[src/rtl/apb_gpio32_pkg.sv]
// rtl/apb_gpio32_pkg.sv - register map and shared helpers for the APB GPIO block
package apb_gpio32_pkg;

  localparam logic [7:0] ODR_OFS  = 8'h00;
  localparam logic [7:0] DIR_OFS  = 8'h04;
  localparam logic [7:0] AFC_OFS  = 8'h08;
  localparam logic [7:0] IDR_OFS  = 8'h0C;
  localparam logic [7:0] PML_OFS  = 8'h10;
  localparam logic [7:0] PMH_OFS  = 8'h14;
  localparam logic [7:0] PSL_OFS  = 8'h18;
  localparam logic [7:0] PSH_OFS  = 8'h1C;
  localparam logic [7:0] SET_OFS  = 8'h20;
  localparam logic [7:0] CLR_OFS  = 8'h24;
  localparam logic [7:0] TGL_OFS  = 8'h28;
  localparam logic [7:0] IE_OFS   = 8'h2C;
  localparam logic [7:0] RISE_OFS = 8'h30;
  localparam logic [7:0] FALL_OFS = 8'h34;
  localparam logic [7:0] IF_OFS   = 8'h38;

  localparam int REG_COUNT = 15;

  // Write-1-to-clear with new events taking priority over the clear.
  function automatic logic [31:0] w1c_update(input logic [31:0] cur,
                                             input logic [31:0] clr_mask,
                                             input logic [31:0] set_mask);
    return (cur & ~clr_mask) | set_mask;
  endfunction

endpackage

[src/rtl/apb_gpio32_in_sync_edge.sv]
// rtl/apb_gpio32_in_sync_edge.sv - pin readback synchroniser and per-pin edge detector
module gpio_in_sync_edge #(
  parameter int SYNC_STAGES = 2,
  parameter int WIDTH       = 32
) (
  input  logic             clk,
  input  logic             rst_n,
  input  logic [WIDTH-1:0] async_i,
  input  logic [WIDTH-1:0] rise_en_i,
  input  logic [WIDTH-1:0] fall_en_i,
  output logic [WIDTH-1:0] idr_o,
  output logic [WIDTH-1:0] edge_pulse_o
);

  logic [WIDTH-1:0] sync_q [SYNC_STAGES];
  logic [WIDTH-1:0] prev_q;

  always_ff @(posedge clk or negedge rst_n) begin
    if (!rst_n) begin
      for (int i = 0; i < SYNC_STAGES; i++) sync_q[i] <= '0;
      prev_q <= '0;
    end else begin
      sync_q[0] <= async_i;
      for (int i = 1; i < SYNC_STAGES; i++) sync_q[i] <= sync_q[i-1];
      prev_q <= sync_q[SYNC_STAGES-1];
    end
  end

  assign idr_o        = sync_q[SYNC_STAGES-1];
  assign edge_pulse_o = (idr_o & ~prev_q & rise_en_i) | (~idr_o & prev_q & fall_en_i);

endmodule

[src/rtl/apb_gpio32.sv]
// rtl/apb_gpio32.sv - APB3 GPIO controller driving the AFIO pin mux
module apb_gpio32
  import apb_gpio32_pkg::*;
#(
  parameter int          ADDR_W      = 8,
  parameter int          SYNC_STAGES = 2,
  parameter logic [31:0] RST_AFC     = 32'h0
) (
  input  logic              clk,
  input  logic              rst_n,
  input  logic              PSEL,
  input  logic              PENABLE,
  input  logic              PWRITE,
  input  logic [ADDR_W-1:0] PADDR,
  input  logic [31:0]       PWDATA,
  output logic [31:0]       PRDATA,
  output logic              PREADY,
  output logic              PSLVERR,
  output logic [31:0]       GPIO_DI,
  output logic [31:0]       GPIO_DIR,
  output logic [31:0]       GPIO_AFC,
  output logic [63:0]       GPIO_PM,
  output logic [63:0]       GPIO_PS,
  input  logic [31:0]       GPIO_DO,
  output logic              IRQ
);

  logic [31:0] odr_q, odr_d, dir_q, dir_d, afc_q, afc_d;
  logic [63:0] pm_q, pm_d, ps_q, ps_d;
  logic [31:0] ie_q, ie_d, rise_q, rise_d, fall_q, fall_d, if_q, if_d;
  logic        irq_q, irq_d;
  logic [31:0] idr, edge_pulse, w1c_mask, rdata;
  logic [7:0]  ofs;
  logic        unmapped, access, err, wr_en;
  logic        unused_paddr;

  assign ofs          = {PADDR[7:2], 2'b00};
  assign unused_paddr = ^PADDR;
  assign unmapped     = int'(ofs[7:2]) >= REG_COUNT;
  assign access       = PSEL & PENABLE;
  assign err          = unmapped | (PWRITE & (ofs == IDR_OFS));
  assign wr_en        = access & PWRITE & ~err;

  gpio_in_sync_edge #(
    .SYNC_STAGES (SYNC_STAGES),
    .WIDTH       (32)
  ) u_in (
    .clk          (clk),
    .rst_n        (rst_n),
    .async_i      (GPIO_DO),
    .rise_en_i    (rise_q),
    .fall_en_i    (fall_q),
    .idr_o        (idr),
    .edge_pulse_o (edge_pulse)
  );

  always_comb begin
    odr_d    = odr_q;
    dir_d    = dir_q;
    afc_d    = afc_q;
    pm_d     = pm_q;
    ps_d     = ps_q;
    ie_d     = ie_q;
    rise_d   = rise_q;
    fall_d   = fall_q;
    w1c_mask = '0;
    if (wr_en) begin
      case (ofs)
        ODR_OFS:  odr_d         = PWDATA;
        DIR_OFS:  dir_d         = PWDATA;
        AFC_OFS:  afc_d         = PWDATA;
        PML_OFS:  pm_d[31:0]    = PWDATA;
        PMH_OFS:  pm_d[63:32]   = PWDATA;
        PSL_OFS:  ps_d[31:0]    = PWDATA;
        PSH_OFS:  ps_d[63:32]   = PWDATA;
        SET_OFS:  odr_d         = odr_q | PWDATA;
        CLR_OFS:  odr_d         = odr_q & ~PWDATA;
        TGL_OFS:  odr_d         = odr_q ^ PWDATA;
        IE_OFS:   ie_d          = PWDATA;
        RISE_OFS: rise_d        = PWDATA;
        FALL_OFS: fall_d        = PWDATA;
        IF_OFS:   w1c_mask      = PWDATA;
        default:  ;
      endcase
    end
    if_d  = w1c_update(if_q, w1c_mask, edge_pulse);
    irq_d = |(if_q & ie_q);
  end

  always_ff @(posedge clk or negedge rst_n) begin
    if (!rst_n) begin
      odr_q  <= '0;
      dir_q  <= '0;
      afc_q  <= RST_AFC;
      pm_q   <= '0;
      ps_q   <= '0;
      ie_q   <= '0;
      rise_q <= '0;
      fall_q <= '0;
      if_q   <= '0;
      irq_q  <= 1'b0;
    end else begin
      odr_q  <= odr_d;
      dir_q  <= dir_d;
      afc_q  <= afc_d;
      pm_q   <= pm_d;
      ps_q   <= ps_d;
      ie_q   <= ie_d;
      rise_q <= rise_d;
      fall_q <= fall_d;
      if_q   <= if_d;
      irq_q  <= irq_d;
    end
  end

  // Write-only and unmapped offsets fall through to zero.
  always_comb begin
    rdata = '0;
    case (ofs)
      ODR_OFS:  rdata = odr_q;
      DIR_OFS:  rdata = dir_q;
      AFC_OFS:  rdata = afc_q;
      IDR_OFS:  rdata = idr;
      PML_OFS:  rdata = pm_q[31:0];
      PMH_OFS:  rdata = pm_q[63:32];
      PSL_OFS:  rdata = ps_q[31:0];
      PSH_OFS:  rdata = ps_q[63:32];
      IE_OFS:   rdata = ie_q;
      RISE_OFS: rdata = rise_q;
      FALL_OFS: rdata = fall_q;
      IF_OFS:   rdata = if_q;
      default:  rdata = '0;
    endcase
  end

  // Gated by rst_n so the bus outputs drop to zero the moment reset asserts.
  assign PRDATA   = (rst_n && PSEL) ? rdata : 32'h0;
  assign PSLVERR  = rst_n & access & err;
  assign PREADY   = 1'b1;
  assign GPIO_DI  = odr_q;
  assign GPIO_DIR = dir_q;
  assign GPIO_AFC = afc_q;
  assign GPIO_PM  = pm_q;
  assign GPIO_PS  = ps_q;
  assign IRQ      = irq_q;

endmodule
[config.mk]
export PLATFORM = sky130hd
export DESIGN_NAME = apb_gpio32
export DESIGN_NICKNAME = d
export VERILOG_FILES = /design/src/rtl/apb_gpio32_pkg.sv /design/src/rtl/apb_gpio32_in_sync_edge.sv /design/src/rtl/apb_gpio32.sv
export SDC_FILE = /design/constraint.sdc
export NUM_CORES = 1
export LEC_CHECK = 0
export BUFFER_PORTS_ARGS = -buffer_cell sky130_fd_sc_hd__buf_2
export CORE_MARGIN = 2
export CORE_UTILIZATION = 55
export DETAILED_ROUTE_END_ITERATION = 7
export GPL_ROUTABILITY_DRIVEN = 0
export HOLD_SLACK_MARGIN = 0.1
export PLACE_DENSITY = 0.77
export SLEW_MARGIN = 20
export SYNTH_ARGS = -nofsm -noshare
export SYNTH_HDL_FRONTEND = slang
export SYNTH_HIERARCHICAL = 1
export SYNTH_SLANG_ARGS = --single-unit
[constraint.sdc]
create_clock -name clk -period 3.72 [get_ports clk]
set_clock_uncertainty 0.1 [all_clocks]
set_input_delay 0.744 -clock clk [delete_from_list [all_inputs] [get_ports clk]]
set_output_delay 0.744 -clock clk [all_outputs]
set_load 0.01 [all_outputs]
==> results.md, run 1 <==
* Outcome: complete, no violations
* Root Driver: clkbuf_16
* WP buf/inv at 4
* Crit-path most repeated cell: buf_4
* Xor/xnor share of the synthesized area at 0.000781
* Peak supply drop at 0.468 mV
* Synthesized net count at 2,007
* Worst path cell trace: buf_4 > buf_12 > nand2_1 > xnor2_1 > o2111ai_4 > buf_4 > a21oi_1 > buf_2
* First-pass GRT wire length at 110,000 um
* FF-to-FF Start: ie_q[14]$_DFFE_PN0P_
* Core area at 40,000 um^2
* Max-cap violations at 0
* Synth top area share at 0.501
* Pins Over Slew Limit at 0
* CTS tree: done
* GRT Overall Usage at 0.350
* Top cells by area, synth: dfrtp_1, mux2_2, ha_1, a22oi_1, mux2_4
* Avg Cell Area, Syn at 12.0 um^2
* Placed cells at 2,649
* Pwr Density at 414 nW/um^2
* Total CTS buffers at 48
* Setup bufs post-CTS at 0
* Worst Setup End Kind: primary output
* Final wirelength at 74,500 um
* Main synth FF type: dfrtp_1
* Hold Path Class: in2reg
* Post-synth design cell area at 22,400 um^2
* Reg2reg end: IRQ$_DFF_PN0_
* Clock Path Buffers at 3
* Most crowded layer after global routing: met2
* Hold Path Cell Cnt at 1
* Largest net degree at the start of global routing at 144
* Via/cell ratio at 6.41
* Worst-case reg-to-reg path depth at 3
* Fin. Hold Viols at 0
* Sw Pwr at 2740 uW
* WL/cell at 27.2 um
* Final WS setup at 0.0756 ns
* Largest family of logic cells by synthesized area: multiplexers
* Clk sinks at 449
* Startpoint types: input port
* Die height at 206 um
* Critical path type: in2out
* Clock transition at the registers of the reported paths at 0.06 ns
* Mux cell area share after synthesis at 0.193
* Post-route clock period utilization at 0.980
* Number of global-route vias before repair at 17.7k
* Leakage power at 0.0133 uW
* Synth unique cells at 70
* Clock power frac at 0.441
* Relative slew margins at 0.366
* Utilization after layout at 0.661
* Post-place setup slack at 0.105 ns
* Met1 Use GR at 0.460
* Met3 Usage GRT at 0.0908
* Syn Inst Count at 1,866
* IO Pins at 336
* Minimum clock period at 3.64 ns
* Adder-cell share of the synthesized area at 0.0357
* H-tree levels at 2
* Final TNS setup at 0 ns
* Post-route ant nets at 0
* Die X at 206 um
* Initial antenna violation count at 2
* Post-synth top area cell: dfrtp_1
* DRT iter0 DRCs at 1,972
* Area delta synth->final at 17.9%
* Starting density of the core at 0.561
* Slew @ Worst Pin at 0.951 ns
* Int Pwr at 8210 uW
* Compound-Gate Fraction of Synth Area at 0.124
* Worst Path Required at 2.88 ns
* # port buffers at 332
* Reg2Reg Setup Slack at 1.69 ns
* Critical path arrival at 2.80 ns
* Clk_lat worst skew at 0.60 ns
* Sequential power share at 0.478
* Die area at 42,400 um^2
* Total number of vias at 17.5k
* Setup Viol. Count Final at 0
* Delay-heaviest family, CP: buffers and inverters
* Sw Ratio at 0.250
* Hold Startpoint: GPIO_DO[16]
* Synth Area in Simple Gates at 0.0879
* Hpwl dp at 50,700 um
* Crit Path Max Fanout at 29
* Worst Hold End: u_in/sync_q[48]$_DFF_PN0_
* Sequential element share of the synthesized area at 0.501
* Grt ovf at 0
* Fin Hold WS at 0.144 ns
* Synth Warn # at 6
* Non-filler instance count after layout at 2,736
* Register bit count reported by yosys at 449
* Post-synth ARST share at 1.00
* Cell Rows at 73
* DR pass1 iterations at 6
* Slowest stage cell, crit path: xnor2_1
* Delay of the slowest critical-path stage at 0.38 ns
* Comb power frac at 0.081
* RSZ-0062 raised after global routing: false
* Met2 Use GR at 0.546
* FMAX at 0.274 GHz
* Nets at 2,316
* Layout cells sized above 1 at 0.410
* DR DRC count at 0
* EDFF count, synth at 0
synthesized netlist by cell type, types with 5 or more instances:
| cell | count |
|---|---|
| buf_6 | 5 |
| a221oi_1 | 20 |
| o21a_1 | 29 |
| buf_2 | 40 |
| o31ai_1 | 29 |
| a21oi_1 | 48 |
| a22o_1 | 20 |
| mux2_1 | 12 |
| nand3_1 | 41 |
| nand4_1 | 5 |
| a31oi_1 | 21 |
| mux2i_1 | 25 |
| o32a_1 | 5 |
| clkbuf_1 | 85 |
| and3_1 | 19 |
| o21ai_0 | 46 |
| nor3_1 | 14 |
| a41oi_1 | 10 |
| inv_1 | 66 |
| dfrtp_1 | 449 |
| mux4_2 | 19 |
| nand3b_1 | 33 |
| nand2b_1 | 60 |
| nand2_1 | 47 |
| o21ai_2 | 32 |
| a22oi_1 | 62 |
| ha_1 | 64 |
| a21o_1 | 32 |
| buf_4 | 44 |
| mux2_2 | 273 |
| mux2_4 | 30 |
| nor2_1 | 76 |
| o22ai_1 | 7 |
| a32oi_1 | 6 |
| a2bb2oi_1 | 5 |
| buf_1 | 10 |
| nor3b_1 | 6 |
| and2_1 | 17 |
metal layers:
| layer | part of all wire | wire (um) | vias to the layer above |
|---|---|---|---|
| li1 | - | - | 7324 |
| met1 | 0.39 | 29100 | 8894 |
| met2 | 0.46 | 34100 | 1079 |
| met3 | 0.10 | 7520 | 241 |
| met4 | 0.050 | 3710 | 0 |
| met5 | 0 | 0 | - |
timing repair:
action,in CTS,in global routing
resized for setup,0,0
hold buffers,1,0
endpoints found under the hold margin,19,0
cells by family after synthesis:
group           Yosys count
simple gates            349
mux                     359
fa+ha+maj                64
buf+inv                 255
other cells               1
flops                   449
compound gates          387
xor+xnor                  2
metrics by stage:
stage,area [um^2],total power (uW)
5_1_grt,26400,11300
3_3_place_gp,24900,6140
6_report,26400,10900
4_1_cts,26400,11000
3_5_place_dp,24900,6190
2_1_floorplan,22400,5730
cells in the final DEF, fill, tap and decap left out, types with 6 or more instances in the layout:
cell	synthesis	routed
a221oi_1	20	20
nor2_1	76	74
nor3b_1	6	6
a22o_1	20	20
and3_1	19	19
mux2_1	12	12
nand3_1	41	41
o21ai_2	32	32
nand3b_1	33	33
o21ai_0	46	46
clkbuf_8	0	10
and2_1	17	12
o22ai_1	7	7
inv_1	66	66
nand2_1	47	47
mux4_2	19	19
mux2_2	273	273
o31ai_1	29	29
mux2i_1	25	25
a22oi_1	62	61
clkinv_2	0	12
nor3_1	14	13
nand2b_1	60	60
a41oi_1	10	10
a32oi_1	6	6
a21o_1	32	32
a21oi_1	48	48
buf_4	44	102
mux2_4	30	30
buf_2	40	329
dfrtp_1	449	449
buf_12	3	14
ha_1	64	64
a31oi_1	21	21
clkbuf_16	0	49
o21a_1	29	29
worst max-delay path by stage:
stage | start | endpoint | slack, ns | cells past startpoint
2_1_floorplan | PADDR[7] | PRDATA[0] | 0.50 | 7
3_3_place_gp | PADDR[3] | PRDATA[31] | 0.07 | 9
3_5_place_dp | PADDR[3] | PRDATA[31] | 0.11 | 9
4_1_cts | PADDR[3] | PRDATA[31] | 0.09 | 9
5_1_grt | PADDR[3] | PRDATA[31] | 0.005 | 9
6_report | PADDR[2] | PRDATA[1] | 0.08 | 8
power groups by stage:
stage,registers [uW],logic [uW],clock network (uW)
after floorplan,5280,456,0
after global placement,5300,839,0
after detailed placement,5310,873,0
after CTS,5230,879,4870
after global routing,5250,958,5090
final,5240,888,4830
registers in the layout, summed over array words and instances (netlist names):
register,cells
u_in/sync_q,32
if_q,32
GPIO_PS,64
u_in/prev_q,32
GPIO_DI,32
GPIO_DIR,32
u_in/idr_o,32
rise_q,32
GPIO_PM,64
IRQ,1
GPIO_AFC,32
ie_q,32
fall_q,32
area by class of cell:
type / count / area [um^2]
Clock buffer: 64 / 1380
Antenna cell: 2 / 5.00
Multi-Input combinational cell: 1162 / 10000
Clock inverter: 20 / 191
Tap cell: 525 / 657
Inverter: 66 / 248
Fill cell: 2992 / 13600
Timing Repair Buffer: 448 / 2730
Sequential cell: 449 / 11200
(Power assumes the default switching activity.)
==> run 2, diff against run 1 <==
Settings changed: CTS_BUF_LIST set to sky130_fd_sc_hd__clkbuf_4 sky130_fd_sc_hd__clkbuf_8, GPL_TIMING_DRIVEN set to 0.
==> results.md, run 2 (synthesis gave the netlist of run 1 again) <==
* Outcome: finished with violations
* Failing checks: setup timing
* Worst Path Required at 2.88 ns
* Largest net degree at the start of global routing at 91
* WL/cell at 30.3 um
* Critical path arrival at 3.01 ns
* Relative slew margins at 0.174
* Leakage power at 0.0138 uW
* Peak supply drop at 0.466 mV
* Layout cells sized above 1 at 0.420
* FMAX at 0.259 GHz
* Sequential cell area at 11,200 um^2
* Multi-input gate area at 10,000 um^2
* Filler cell count at 2,969
* Crit-path most repeated cell: buf_2
* Overall power at 10,900 uW
* Minimum clock period at 3.85 ns
* Clock power frac at 0.424
* Design area at 27,300 um^2
* RSZ-0062 raised after global routing: true
* Sequential power share at 0.480
* Die height at 206 um
* Die X at 206 um
* Comb power frac at 0.096
* Setup Viol. Count Final at 32
* Die area at 42,400 um^2
* Pwr Density at 401 nW/um^2
* Slowest stage cell, crit path: o2111ai_2
* Startpoint types: input port
* Sw Pwr at 2940 uW
* Post-route clock period utilization at 1.04
* Sw Ratio at 0.268
* DRT iter0 DRCs at 2,565
* FF-to-FF Start: ie_q[14]$_DFFE_PN0P_
* Critical path type: in2out
* Fin. Hold Viols at 0
* Int Pwr at 8010 uW
* Clk_lat worst skew at 0.67 ns
* Clk sinks at 449
* DR DRC count at 0
* Grt ovf at 0
* Pins Over Slew Limit at 0
* DR pass1 iterations at 7
* CTS tree: done
* Clock transition at the registers of the reported paths at 0.06 ns
* Area delta synth->final at 21.5%
* H-tree levels at 3
* Commonest non-fill, non-tap cells in the layout: dfrtp_1, buf_2, mux2_2
* # port buffers at 330
* First-pass GRT wire length at 124,000 um
* Worst path cell trace: buf_2 > buf_2 > buf_4 > inv_1 > o2111ai_2 > clkbuf_4 > a21oi_1 > buf_2
* Delay of the slowest critical-path stage at 0.46 ns
* Most common cell after layout, fill and taps aside: dfrtp_1
* Hold Path Class: in2reg
* Reg2Reg Setup Slack at 1.72 ns
* Post-DP Area at 24,900 um^2
* Hpwl dp at 60,200 um
* CP Launch Point: PADDR[5]
* Placed cells at 2,727
* Starting density of the core at 0.561
* Max-cap violations at 0
* Worst Setup End Kind: primary output
* Non-filler instance count after layout at 2,907
* Final wirelength at 88,200 um
* Clock Path Buffers at 3
* Number of global-route vias before repair at 18.9k
* Initial antenna violation count at 2
* GRT Overall Usage at 0.412
* Post-route ant nets at 0
* Crit Path Max Fanout at 10
* Via/cell ratio at 6.58
* Final WS setup at -0.134 ns
* IO Pins at 336
* Core area at 40,000 um^2
* Slew @ Worst Pin at 1.23 ns
* Root Driver: clkbuf_8
* Nets at 2,465
* Hold Startpoint: GPIO_DO[7]
* Cell Rows at 73
* Total CTS buffers at 76
* Total number of vias at 19.1k
[run 2: cell count changes in the layout (fill, tap and decap cells not counted), sizes merged, moves of 2 or more]
cell,before,now
clkbuf,64,198
clkinvlp,2,4
bufinv,3,1
dlygate4sd3,1,28
inv,69,67
buf,447,458
[run 2: power by group through the flow]
stage | combinational [uW] | clock, uW | sequential [uW]
floorplan | 456 | 0 | 5280
global placement | 892 | 0 | 5320
detailed placement | 944 | 0 | 5320
CTS | 1000 | 4650 | 5240
global route | 1100 | 4860 | 5260
finish | 1050 | 4640 | 5250
[run 2: through the flow]
step / util / setup WS, ns / TNS (ns) / hold WS (ns)
final: 0.681 / -0.134 / -2.16 / 0.112
after global routing: 0.681 / -0.0629 / -0.225 / 0.104
after CTS: 0.679 / 0.00311 / 0 / 0.101
after detailed placement: 0.623 / -1.16 / -37.82 / 0.236
after global placement: 0.618 / -8.90 / -3480.11 / 0.233
after floorplan: - / 0.505 / 0 / 0.231
[run 2: layer usage]
layer	GRT usage	vias to the layer above	part of all wire
met4	0.256	4	0.076
met2	0.597	1586	0.42
met3	0.164	445	0.14
met1	0.517	9439	0.36
met5	0	-	0.00061
li1	-	7641	-
[run 2: worst max-delay path, delay by kind of cell]
kind            cells  cell delay (ns)
buf+inv             6             1.62
compound gates      2             0.62
[run 2: layout make-up]
cell class | instances | share of cell area
inverters | 66 | 0.00909
diodes | 1 | 0.0000918
flip-flops and latches | 449 | 0.412
well taps | 525 | 0.0241
clock buffers | 116 | 0.0531
repair buffers | 381 | 0.0835
plain buffers | 188 | 0.0446
multi-input cells | 1162 | 0.368
clock inverters | 19 | 0.00491
[run 2: worst paths after layout]
| check | end | cells after the start |
|---|---|---|
| max | PRDATA[1] | 8 |
| min | u_in/sync_q[39]$_DFF_PN0_ | 1 |
| max reg2reg | IRQ$_DFF_PN0_ | 3 |
| min reg2reg | u_in/idr_o[3]$_DFF_PN0_ | 0 |
| max in group asynchronous | u_in/sync_q[44]$_DFF_PN0_ | 4 |
| min in group asynchronous | GPIO_AFC[4]$_DFFE_PN0P_ | 3 |
[run 2: what timing repair did]
action	4_1_cts	5_1_grt
setup endpoints to repair	33	28
resized for setup	93	27
setup buffers	11	3
endpoints found under the hold margin	79	0
hold buffers	31	0
pin swaps	4	2
==> run 3, diff against run 2 <==
==> constraint.sdc (replaced) <==
create_clock -name clk -period 3.72 [get_ports clk]
set_clock_uncertainty 0.1 [all_clocks]
set_input_delay 0.558 -clock clk [delete_from_list [all_inputs] [get_ports clk]]
set_output_delay 0.558 -clock clk [all_outputs]
set_load 0.01 [all_outputs]
==> results.md, run 3 (synthesis gave the netlist of run 1 again) <==
* Setup Viol. Count Final at 9
* Filler cell count at 3,004
* Clock power frac at 0.425
* Grt ovf at 0
* RSZ-0062 raised after global routing: false
* Total CTS buffers at 76
* Hpwl dp at 60,200 um
* Worst Setup End Kind: primary output
* Commonest non-fill, non-tap cells in the layout: dfrtp_1, buf_2, mux2_2
* FMAX at 0.262 GHz
* Fin. Hold Viols at 0
* Sequential power share at 0.481
* Final WS setup at -0.0936 ns
* H-tree levels at 3
* Area delta synth->final at 20.4%
* Utilization after layout at 0.675
* Post-DP Area at 24,900 um^2
* Die height at 206 um
* Final TNS setup at -0.372 ns
* Relative slew margins at 0.138
* Met3 WL at 12,700 um
* Total number of vias at 19.0k
* Metal2 WL at 37,400 um
* Most common cell after layout, fill and taps aside: dfrtp_1
* Crit Path Max Fanout at 10
* Number of global-route vias before repair at 18.7k
* Post-route clock period utilization at 1.03
* Clock Path Buffers at 3
* Clk_lat worst skew at 0.68 ns
* FF-to-FF Start: ie_q[14]$_DFFE_PN0P_
* Cell Rows at 73
* Sw Pwr at 2930 uW
* DR pass1 iterations at 6
* Outcome: finished with violations
* Via/cell ratio at 6.54
* Fin Hold WS at 0.111 ns
* Clk sinks at 449
* Critical path type: in2out
* Nets at 2,456
* Pwr Density at 404 nW/um^2
* Clock transition at the registers of the reported paths at 0.06 ns
* Die area at 42,400 um^2
* Root Driver: clkbuf_8
* Max-cap violations at 0
* Top sig layer: met4
* # port buffers at 330
* Peak supply drop at 0.467 mV
* Overall power at 10,900 uW
* Failing checks: setup timing
* DR DRC count at 0
* GRT Overall Usage at 0.411
* CP Launch Point: PADDR[2]
* Die X at 206 um
* Worst Path Required at 3.06 ns
* Initial antenna violation count at 2
* Startpoint types: input port
* Post-route ant nets at 0
* Int Pwr at 7990 uW
* WL/cell at 30.2 um
* Core area at 40,000 um^2
* Design area at 27,000 um^2
* Sw Ratio at 0.268
* Minimum clock period at 3.81 ns
* IO Pins at 336
* Slew @ Worst Pin at 1.29 ns
* Final wirelength at 87,600 um
* Wl on met1 at 31,200 um
* Critical path arrival at 3.16 ns
* First-pass GRT wire length at 124,000 um
* Starting density of the core at 0.561
* Hold Path Class: in2reg
* Comb power frac at 0.094
* Largest net degree at the start of global routing at 91
* Layout cells sized above 1 at 0.409
* CTS tree: done
* Leakage power at 0.0136 uW
* DRT iter0 DRCs at 2,556
* Pins Over Slew Limit at 0
* Hold Startpoint: PWDATA[5]
run 3: power groups by stage:
| stage | clock network [uW] | registers, uW | logic, uW |
|---|---|---|---|
| final | 4640 | 5250 | 1030 |
| after global routing | 4860 | 5260 | 1080 |
| after CTS | 4650 | 5240 | 988 |
| after detailed placement | 0 | 5320 | 944 |
| after global placement | 0 | 5320 | 892 |
| after floorplan | 0 | 5280 | 456 |
run 3: layout make-up:
cell class                 count  area [um^2]  area share
sequential                   449        11200       0.416
multi-input combinational   1162         9990       0.370
timing repair buffer         372         2180      0.0807
clock buffer                 116         1450      0.0535
buffer                       188         1110      0.0411
tap                          525          657      0.0243
inverter                      66          248     0.00917
clock inverter                19          134     0.00496
antenna                        4         10.0    0.000371
run 3: timing repair:
| action | CTS | global route |
|---|---|---|
| setup endpoints to repair | 33 | 24 |
| hold buffers | 34 | 0 |
| pin swaps | 1 | 0 |
| endpoints found under the hold margin | 84 | 0 |
| buffers inserted | 2 | 0 |
| resized for setup | 40 | 17 |
run 3: worst paths after layout:
check                                                 end  slack [ns]  cells past startpoint
worst max-delay path                           PRDATA[31]       -0.09                      7
worst min-delay path                    if_q[5]$_DFF_PN0_        0.11                      3
worst max register to register              IRQ$_DFF_PN0_        1.66                      3
worst min register to register    u_in/idr_o[3]$_DFF_PN0_        0.22                      0
max in group asynchronous       u_in/sync_q[52]$_DFF_PN0_        2.27                      4
min in group asynchronous         GPIO_PM[34]$_DFFE_PN0P_        0.41                      3
run 3: worst max-delay path: stages:
cell,delay [ns]
buf_6,0.20
or4b_1,0.47
buf_2,0.21
nor3_4,0.79
a2111oi_2,0.25
a31oi_1,0.44
buf_2,0.22
run 3: stage by stage:
step | setup slack (ns) | instances
detailed placement | -0.788 | 2727
finish | -0.0936 | 2901
floorplan | 0.877 | 1866
global placement | -8.53 | 2721
CTS | 0.000832 | 2897
global route | 0.00131 | 2898
run 3: metal layers:
layer,vias to the layer above,track usage
met5,-,0
met4,0,0.253
met3,423,0.164
met2,1610,0.597
met1,9300,0.516
li1,7627,-
